==> src/rtl/pc_sequencer.sv <==
// Program counter sequencer: start/done handshake, sequential fetch, stall hold,
// absolute branches through an external target LUT, HALT detection and a watchdog.
module pc_sequencer #(
  parameter int             D          = 8,
  parameter logic [D-1:0]   START_PC   = '0,
  parameter int             CW         = 16,
  parameter int             MAX_CYCLES = 4096
) (
  input  logic          clk,
  input  logic          rst_n,
  input  logic          start,
  input  logic          stall,
  input  logic          branch_en,
  input  logic          branch_cond,
  input  logic [2:0]    branch_idx,
  input  logic          halt_instr,
  output logic [2:0]    lut_idx,
  output logic          lut_branch,
  input  logic [D-1:0]  lut_target,
  output logic [D-1:0]  pc,
  output logic          run,
  output logic          done,
  output logic          timeout,
  output logic [CW-1:0] cycle_cnt
);

  typedef enum logic [1:0] {
    IDLE   = 2'd0,
    RUN    = 2'd1,
    HALTED = 2'd2
  } state_t;

  // Count value seen on the final RUN edge the watchdog allows.
  localparam logic [CW-1:0] WD_LAST = CW'(MAX_CYCLES - 1);

  state_t        state, state_nxt;
  logic [D-1:0]  pc_q, pc_nxt;
  logic [CW-1:0] cnt_q, cnt_nxt;
  logic          to_q, to_nxt;
  logic          taken;

  assign taken      = branch_en & branch_cond;
  assign lut_idx    = branch_idx;
  assign lut_branch = taken & run;

  always_ff @(posedge clk or negedge rst_n) begin
    if (!rst_n) begin
      state <= IDLE;
      pc_q  <= '0;
      cnt_q <= '0;
      to_q  <= 1'b0;
    end else begin
      state <= state_nxt;
      pc_q  <= pc_nxt;
      cnt_q <= cnt_nxt;
      to_q  <= to_nxt;
    end
  end

  // Stall outranks halt and branch; the watchdog outranks everything in RUN.
  always_comb begin
    state_nxt = state;
    pc_nxt    = pc_q;
    cnt_nxt   = cnt_q;
    to_nxt    = to_q;
    case (state)
      IDLE, HALTED: begin
        if (start) begin
          state_nxt = RUN;
          pc_nxt    = START_PC;
          cnt_nxt   = '0;
          to_nxt    = 1'b0;
        end
      end
      RUN: begin
        cnt_nxt = cnt_q + CW'(1);
        if (cnt_q == WD_LAST) begin
          state_nxt = HALTED;
          to_nxt    = 1'b1;
        end else if (stall) begin
          pc_nxt = pc_q;
        end else if (halt_instr) begin
          state_nxt = HALTED;
        end else if (taken) begin
          pc_nxt = lut_target;
        end else begin
          pc_nxt = pc_q + D'(1);
        end
      end
      default: begin
        state_nxt = IDLE;
        pc_nxt    = '0;
        cnt_nxt   = '0;
        to_nxt    = 1'b0;
      end
    endcase
  end

  assign pc        = pc_q;
  assign run       = (state == RUN);
  assign done      = (state == HALTED);
  assign timeout   = to_q;
  assign cycle_cnt = cnt_q;

endmodule

==> config.mk <==
export PLATFORM = sky130hd
export DESIGN_NAME = pc_sequencer
export DESIGN_NICKNAME = d
export VERILOG_FILES = /design/src/rtl/pc_sequencer.sv
export SDC_FILE = /design/constraint.sdc
export NUM_CORES = 1
export LEC_CHECK = 0
export CORE_UTILIZATION = 45
export CTS_CLUSTER_DIAMETER = 150
export CTS_CLUSTER_SIZE = 8
export DETAILED_ROUTE_END_ITERATION = 16
export PLACE_DENSITY = 0.81
export RECOVER_POWER = 100
export REMOVE_ABC_BUFFERS = 1
export SYNTH_ARGS = -nofsm -noshare
export SYNTH_HDL_FRONTEND = slang
export SYNTH_SLANG_ARGS = --single-unit
export TNS_END_PERCENT = 100
==> constraint.sdc <==
create_clock -name clk -period 1.95 [get_ports clk]
set_clock_uncertainty 0.2 [all_clocks]
set_input_delay 0.195 -clock clk [delete_from_list [all_inputs] [get_ports clk]]
set_output_delay 0.195 -clock clk [all_outputs]
set_load 0.005 [all_outputs]
==> out/summary.md, run 1 <==
The fraction of the mapped netlist area in compound gates is 0.2535. During placement, the flow inserted port buffers numbering 42. The actual transition at the worst max-transition pin works out to 692.2 ps.

Dividing total power by cell area gives a power density of 926.8 nW/um^2. For the initial cell density of the core, the log shows 0.4769. STA puts the critical path data arrival time at 1510 ps.

Critical path startpoint: state[1]. The tools report the root buffer cell as clkbuf_4. The startpoint identified for the worst register-to-register timing path is cycle_cnt[12]. TritonCTS built the clock tree. During I/O placement, the number of pins put on the boundary was 49. The run gives 180 as the number of cells produced by synthesis. The signal on the critical path passes through nand2b_4 -> inv_6 -> clkdlybuf4s50_1.

At the later pin of the worst-skew pair, clock insertion delay measures 340 ps. The cell depth of the worst flop-to-flop path works out to 4. The number of warnings printed during yosys synthesis was 0. The run gives 0.2269 as the overall routing resource usage. Max-cap violations in this run came to 0. Area share of fa/ha/maj cells after synthesis: 0.01560. Setup repair after global routing could not meet its margin everywhere. The first global-routing pass estimated 6492 um of wire. For this run, the leading register cell type out of synthesis is dfrtp_1. The number of clock buffers added by TritonCTS is 3. The proportion of layout cells with a drive suffix above 1 works out to 0.1595.

The count of flip-flops with a built-in enable after synthesis is 0, and the via count of the first global-routing pass is 1451. After detailed routing, the number of vias per cell comes to 5.986. The routed design has 4108 um of wire.

The headroom to the max-slew limit is 0.5385, and the flop-to-flop setup slack is 130 ps. The worst-case IR drop observed on VDD is 0.0006679 V. The congestion estimate from routability-driven global placement came to 0.8626.

The endpoint identified for the worst register-to-register timing path is pc[5]. The run finished with clean final reports. The vertical extent of the die is 61.71 um, and the maximum clock frequency is 0.5240 GHz.

Entering global routing, the biggest net connects 28 pins. The finished cells cover 2213 sq um. Mux cell area share after synthesis: 0.006240.

The final-report max-slew violation count came out at 0. For this block, the initial DRC count from the detailed router was 99. The sequential share of power is 0.371. The critical path crosses 3 cells after its start point. In the routed design, unresolved DRC markers number 0. The logs give 0 for the number of setup violations in the final report and 0 for the number of antenna violations at the first check in global routing. Counting every sink on the clock net gives 27. On the critical path, the stage with the largest delay is an instance of clkdlybuf4s50_1. The count of state elements after synthesis works out to 27.

The floorplan step set the die width to 61.71 um. The tools report the count of endpoints failing hold in the final timing report as 0. The detail route stage leaves a number of antenna-violating nets equal to 0.

STA classifies the critical path endpoint as an output port. The count of vias placed by the detailed router is 1664. The path type of the worst min-delay path was in -> out. The critical path ends at run. The first detailed-routing pass ran for 4 iterations.

The wire-length estimate of the detail-placed layout is 3015 um. Clock-pin slew was measured on the worst setup and hold paths at 150 ps. Worst stage delay on the critical path: 490 ps. The XOR/XNOR share of the synthesized area is 0, and the sequential cell area fraction in the yosys report is 0.4212. The critical path is of the reg -> out type. Counting along the longest clock path gives a buffer depth of 2. Post-route core utilization: 0.6581.

The average detailed-routed wire length per instance was 14.78 um. The largest driver fanout on the critical path was 7; the post-route clock period utilization was 0.9787. The required time of the critical path came out at 1550 ps.

The largest family of logic cells by synthesized area was compound AO/OA/AOI/OAI gates. The die covers 3808 sq um. The part of the total power dissipated in the clock network came out at 0.129. The worst setup path is launched from a flop. After detailed placement, the total cell area comes to 2143 sq um.

The post-synthesis area per instance came out at 8.911 sq um. The tools report the number of distinct library cells after synthesis as 45. At the end of the flow, the number of nets in the layout was 253.

For the CTS H-tree depth, the log shows 1. The proportion of register bits with asynchronous set or reset after synthesis is 1.000, and the count of inserted antenna diode cells is 0. The share of total power consumed by net switching is 0.3935. The smallest clock period supported by the final layout is computed as 1908 ps.

In this run the static leakage power is 0.9083 nW. The total overflow left after global routing is 0. The simple logic cell fraction of the synthesized area is 0.2317, and the number of standard-cell rows in the floorplan is 21.

The layout-stage area growth over the synthesis result came out at 37.99%. The synthesized cell area was 1604 sq um; the power dissipated by switching net loads was 807.2 uW. Critical path buffer and inverter count: 2.

The tools report the internal power summed over all cells as 1.244 mW. After routing, the total negative slack on setup checks comes to 0 ps. The placeable core area is 3363 sq um, and the combinational cell fraction of total power is 0.501. Broken down by cell family, the worst path's largest delay share belongs to buffers and inverters.
## cells by family (layout without fill, tap and decap cells)
logic type / count (synthesis) / in the layout
mux: 1 / 1
simple gates: 59 / 59
flops: 27 / 27
buf+inv: 25 / 77
fa+ha+maj: 2 / 2
compound gates: 66 / 66
## cells in the final DEF (no fill, tap or decap), types with 2 or more instances in the layout
master,instances
clkbuf_4,3
nor3_1,3
o221ai_1,3
o21ai_1,15
and4_1,3
and4_2,2
nand2_1,11
a31oi_1,8
ha_1,2
clkdlybuf4s50_1,40
inv_1,10
a21oi_1,14
a22o_1,2
o21ai_0,8
nand4_1,7
buf_4,19
o22ai_1,3
dfrtp_1,26
and3_1,3
o2bb2ai_1,2
nand3_1,10
nor2_1,5
o211ai_1,4
## metal layers
metal | share of wire | routed length, um | GRT usage
met3 | 0.039 | 159 | 0.02692
met1 | 0.45 | 1832 | 0.3158
met2 | 0.50 | 2063 | 0.3671
met4 | 0.013 | 53 | 0.07937
met5 | 0 | 0 | 0
## worst min-delay path by stage
| stage | slack (ps) | depth (start not counted) | startpoint | to |
|---|---|---|---|---|
| final | 190 | 0 | branch_idx[0] | lut_idx[0] |
| after floorplan | -300 | 0 | rst_n | cycle_cnt[0] |
| after detailed placement | 190 | 0 | branch_idx[0] | lut_idx[0] |
| after global placement | 190 | 0 | branch_idx[0] | lut_idx[0] |
| after CTS | 10 | 2 | rst_n | pc[5] |
| after global routing | 190 | 0 | branch_idx[0] | lut_idx[0] |
## synth_stat cells, drive strengths merged (3+ instances only)
| library cell | n | share of area |
|---|---|---|
| and4 | 5 | 0.028 |
| and3 | 4 | 0.016 |
| o211ai | 4 | 0.019 |
| nor2 | 5 | 0.012 |
| nor3 | 3 | 0.0094 |
| clkbuf | 7 | 0.016 |
| o22ai | 3 | 0.012 |
| dfrtp | 27 | 0.42 |
| a21oi | 14 | 0.044 |
| nand2 | 12 | 0.030 |
| buf | 7 | 0.030 |
| a31oi | 8 | 0.031 |
| nand4 | 8 | 0.041 |
| nand3 | 11 | 0.042 |
| o221ai | 3 | 0.016 |
| inv | 11 | 0.026 |
| o21ai | 23 | 0.072 |
## power groups by stage
stage          clock, mW  combinational (mW)  sequential, mW
6_report           0.264                1.03           0.760
5_1_grt            0.289                1.13           0.775
4_1_cts            0.275                1.01           0.754
3_5_place_dp           0               0.952           0.757
3_3_place_gp           0               0.933           0.750
2_1_floorplan          0               0.437           0.773
## registers in the layout, indices dropped and copies added, names as in the netlist
register / count
timeout: 1
pc: 8
state: 2
cycle_cnt: 16
## final cells by class
type	instances	area (sq um)
multi-input cells	128	832.0
clock buffers	3	22.52
clock inverters	1	7.507
flip-flops and latches	27	676.9
well taps	46	57.56
fillers	299	1150
inverters	11	46.29
repair buffers	62	570.5
## repair_timing
item | in CTS | in global routing
endpoints found under the setup margin | 2 | 7
hold buffers | 0 | 0
setup buffers | 2 | 0
resized for setup | 4 | 7
## stage by stage
step / std cells / hold WS (ps) / setup WS (ps) / total power, mW
after floorplan: 166 / -300.6 / -43.87 / 1.210
after global placement: 272 / 190.0 / 76.88 / 1.683
after detailed placement: 272 / 190.0 / 24.19 / 1.709
after CTS: 278 / 10.78 / 11.64 / 2.037
after global routing: 278 / 190.0 / -12.59 / 2.192
final: 278 / 190.0 / 41.53 / 2.051
Note: power is estimated with default switching activity, not from simulation.
==> inputs of run 2 (changes only) <==
- CAP_MARGIN: not set -> 20
- CORE_UTILIZATION: 45 -> 33
- PLACE_DENSITY: 0.81 -> 0.64
==> run 2 against run 1 <==
- combinational power down 13%
- highest routed layer unchanged
- count of clock-buffer cells in the layout up 1
- maximum frequency increased by 2.6%
- critical path depth is 1 lower
- register-to-register slack gained 70 ps
- largest cell class unchanged
- die area is 35% higher
- worst setup slack better by 48 ps
- flip-flop and latch count stayed put
==> out/summary.md, run 2 (same netlist as run 1, synthesis figures left out) <==
The via count of the first global-routing pass is 1424 (-1.9%), and the headroom to the max-slew limit is 0.5337 (-0.004804). The run gives 27 (unchanged) as the clock sink total. The cell depth of the worst flop-to-flop path was 6 (+2); the largest driver fanout on the critical path was 8 (+1). The final routed DRC violation total is 0 (unchanged). The endpoint of the most critical register-to-register path was pc[3]. Critical path buffer and inverter count: 2 (unchanged). Worst hold path endpoint: lut_idx[0].

The logs give 281 (+3.3%) for the number of cells in the design after placement and 1550 ps (about the same) for the required time of the critical path. The clock insertion delay at the later pin of the skew report was 270 ps (-70 ps); the die outline area was 5144 sq um (+35%). Cell count of the worst hold path: 0 (unchanged). The count of endpoints failing hold in the final timing report was 0 (unchanged); the final routed wirelength across all metal layers was 4197 um (+2.2%). For the number of top-level pins, the log shows 49 (unchanged). The count of fill cells added during filler insertion was 465 (+56%); the worst-case setup margin in the final layout was 89.09 ps (+47.56 ps). The path type of the worst min-delay path was in -> out. The actual transition at the worst max-transition pin is 699.4 ps (+7.206 ps), and the power density over the cells is 915.7 nW/um^2 (-1.2%). The post-layout net count came out at 252 (-0.40%).

The number of cells in the finished layout apart from fillers is 285 (+2.5%). The tools report the count of inserted antenna diode cells as 0 (unchanged). The violation count after the first detailed-route iteration is 81 (-18%). The vertical extent of the die is 71.72 um (+16%), and the width of the die is 71.72 um (+16%). The number of setup violations in the final report is 0 (unchanged).

The critical path goes through clkbuf_1 -> clkdlybuf4s50_1. The tools report the instance area after placement as 2161 sq um (+0.82%). The initial cell density of the core is 0.3419 (-0.1351), and the register cell area after layout is 676.9 sq um (unchanged). The proportion of layout cells with a drive suffix above 1 was 0.09957 (-0.05992). CTS H-tree depth: 1 (unchanged). Startpoint of the worst hold path: branch_idx[0].

The run gives 25 (+19%) as the number of standard-cell rows in the floorplan. The number of nets still failing antenna checks after routing is 0 (unchanged). Sort of element at the start of the critical path: a flop.

The run gives 6955 um (+7.1%) as the first-pass GRT wire length. The run gives 0 (-2) as the number of buffers inserted to repair setup after CTS. Setup repair after global routing left no endpoint under its margin. Iteration count of the initial detailed-routing pass: 5 (+1).

The root buffer cell is clkbuf_8. The post-route clock period utilization is 0.9543 (-0.02439), and the number of port buffers is 42 (unchanged). The worst stage delay on the critical path is 560 ps (+70 ps), and the overall routing resource usage is 0.1707 (-0.05620). The layout-stage area growth over the synthesis result was 34.40%. The total overflow reported by the global router is 0 (unchanged), and the flop-to-flop setup slack is 200 ps (+70 ps). Leakage power: 0.9264 nW (+2.0%). In the layout the commonest cells are dfrtp_1, clkdlybuf4s50_1, dlygate4sd3_1. The final-report max-slew violation count was 0 (unchanged). The multi-input gate area in the final layout came out at 794.5 sq um (-4.5%).

TritonCTS built the clock tree. Among all stages on the critical path, the largest delay is contributed by clkdlybuf4s50_1. The tools report the critical path startpoint as cycle_cnt[4]. The average detailed-routed wire length per instance is 14.73 um (-0.34%), and the total CTS buffers is 3 (unchanged). Leaving out fill and tap cells, the most frequent cell in the layout is dfrtp_1. Clock-pin transition on the worst setup and hold timing paths: 100 ps (-50 ps). The via-per-instance ratio came out at 5.554 (-7.2%). The logs give 28 (unchanged) for the pin count of the biggest net entering global routing and 2156 sq um (-2.6%) for the final instance area. The post-placement worst setup slack was 107.1 ps (+82.92 ps).

The flow ran to the end, and the final reports show no timing, DRC or antenna violations. The worst setup path category was reg -> out. The shortest period the worst path allows is 1861 ps (-47.56 ps). The run gives 1583 (-4.9%) as the count of vias placed by the detailed router. The global placement routability congestion came out at 0.8064 (-6.5%). The largest buffer count on any clock path came out at 2 (unchanged). The data arrival at the endpoint of the critical path was 1470 ps (-40 ps). The tools report the launch point of the worst reg-to-reg path as cycle_cnt[1]. The number of flip-flops in the largest register was 16 (unchanged). For the number of antenna violations at the first check in global routing, the log shows 0 (unchanged).

The kind of cell adding the most delay to the critical path is buffers and inverters. The placed wire-length estimate was 3062 um (+1.6%). The worst vdd rail ir drop was 0.0004255 V (-36%); the reported max-cap violation count was 0 (unchanged). The run gives 4692 sq um (+40%) as the placeable core area. STA classifies the critical path endpoint as an output port.

The maximum clock frequency is 0.5374 GHz (+2.6%).
-- run 2: timing repair --
action                                  4_1_cts  5_1_grt
endpoints found under the setup margin        2        2
cloned                                        0        0
hold buffers                                  0        0
resized for setup                             3        2
-- run 2: area by class of cell --
class / count / share of cell area
Timing Repair Buffer: 61 / 0.2449
Inverter: 11 / 0.02031
Clock buffer: 4 / 0.02089
Multi-Input combinational cell: 128 / 0.3685
Tap cell: 54 / 0.03134
Sequential cell: 27 / 0.3140
-- run 2: through the flow --
stage	power [mW]	setup TNS [ps]	hold WS (ps)	util
global route	2.126	0	190.0	0.4595
global placement	1.691	0	190.0	0.4605
finish	1.974	0	190.0	0.4595
detailed placement	1.703	0	190.0	0.4605
CTS	2.043	0	102.7	0.4717
floorplan	1.210	-135.8	-300.6	-
-- run 2: worst max-delay path by stage --
stage	endpoint	slack (ps)	cells after the start
finish	cycle_cnt[4]	90	2
floorplan	pc[6]	-40	5
global placement	pc[6]	80	5
global route	cycle_cnt[4]	20	2
detailed placement	pc[6]	110	5
CTS	run	3	3
-- run 2: per-layer routing --
layer	vias up	wire (um)	global-route usage
met5	-	0	0
li1	783	-	-
met4	0	38	0.05229
met1	764	2103	0.2609
met3	4	128	0.01406
met2	32	1926	0.2558
-- run 2: power by group --
group | total (mW) | switching (mW) | leakage, nW | internal, mW
Combinational | 0.894 | 0.477 | 0.535 | 0.417
Clock | 0.324 | 0.177 | 0.0228 | 0.147
Sequential | 0.756 | 0.106 | 0.368 | 0.650
==> inputs of run 3 (changes only) <==
- HOLD_SLACK_MARGIN: not set -> 0.05
- SETUP_SLACK_MARGIN: not set -> 0.02
==> results of run 3 <==
No change in the layout: final DEF, timing and power equal those of run 2.
Among the figures that moved: number of gates resized after CTS 3 -> 4; wire length of the first global-routing pass 6955 um -> 6969 um; via count of the first global-routing pass 1424 -> 1429; overall routing resource usage 0.1707 -> 0.1710; met2 usage 0.2558 -> 0.2568
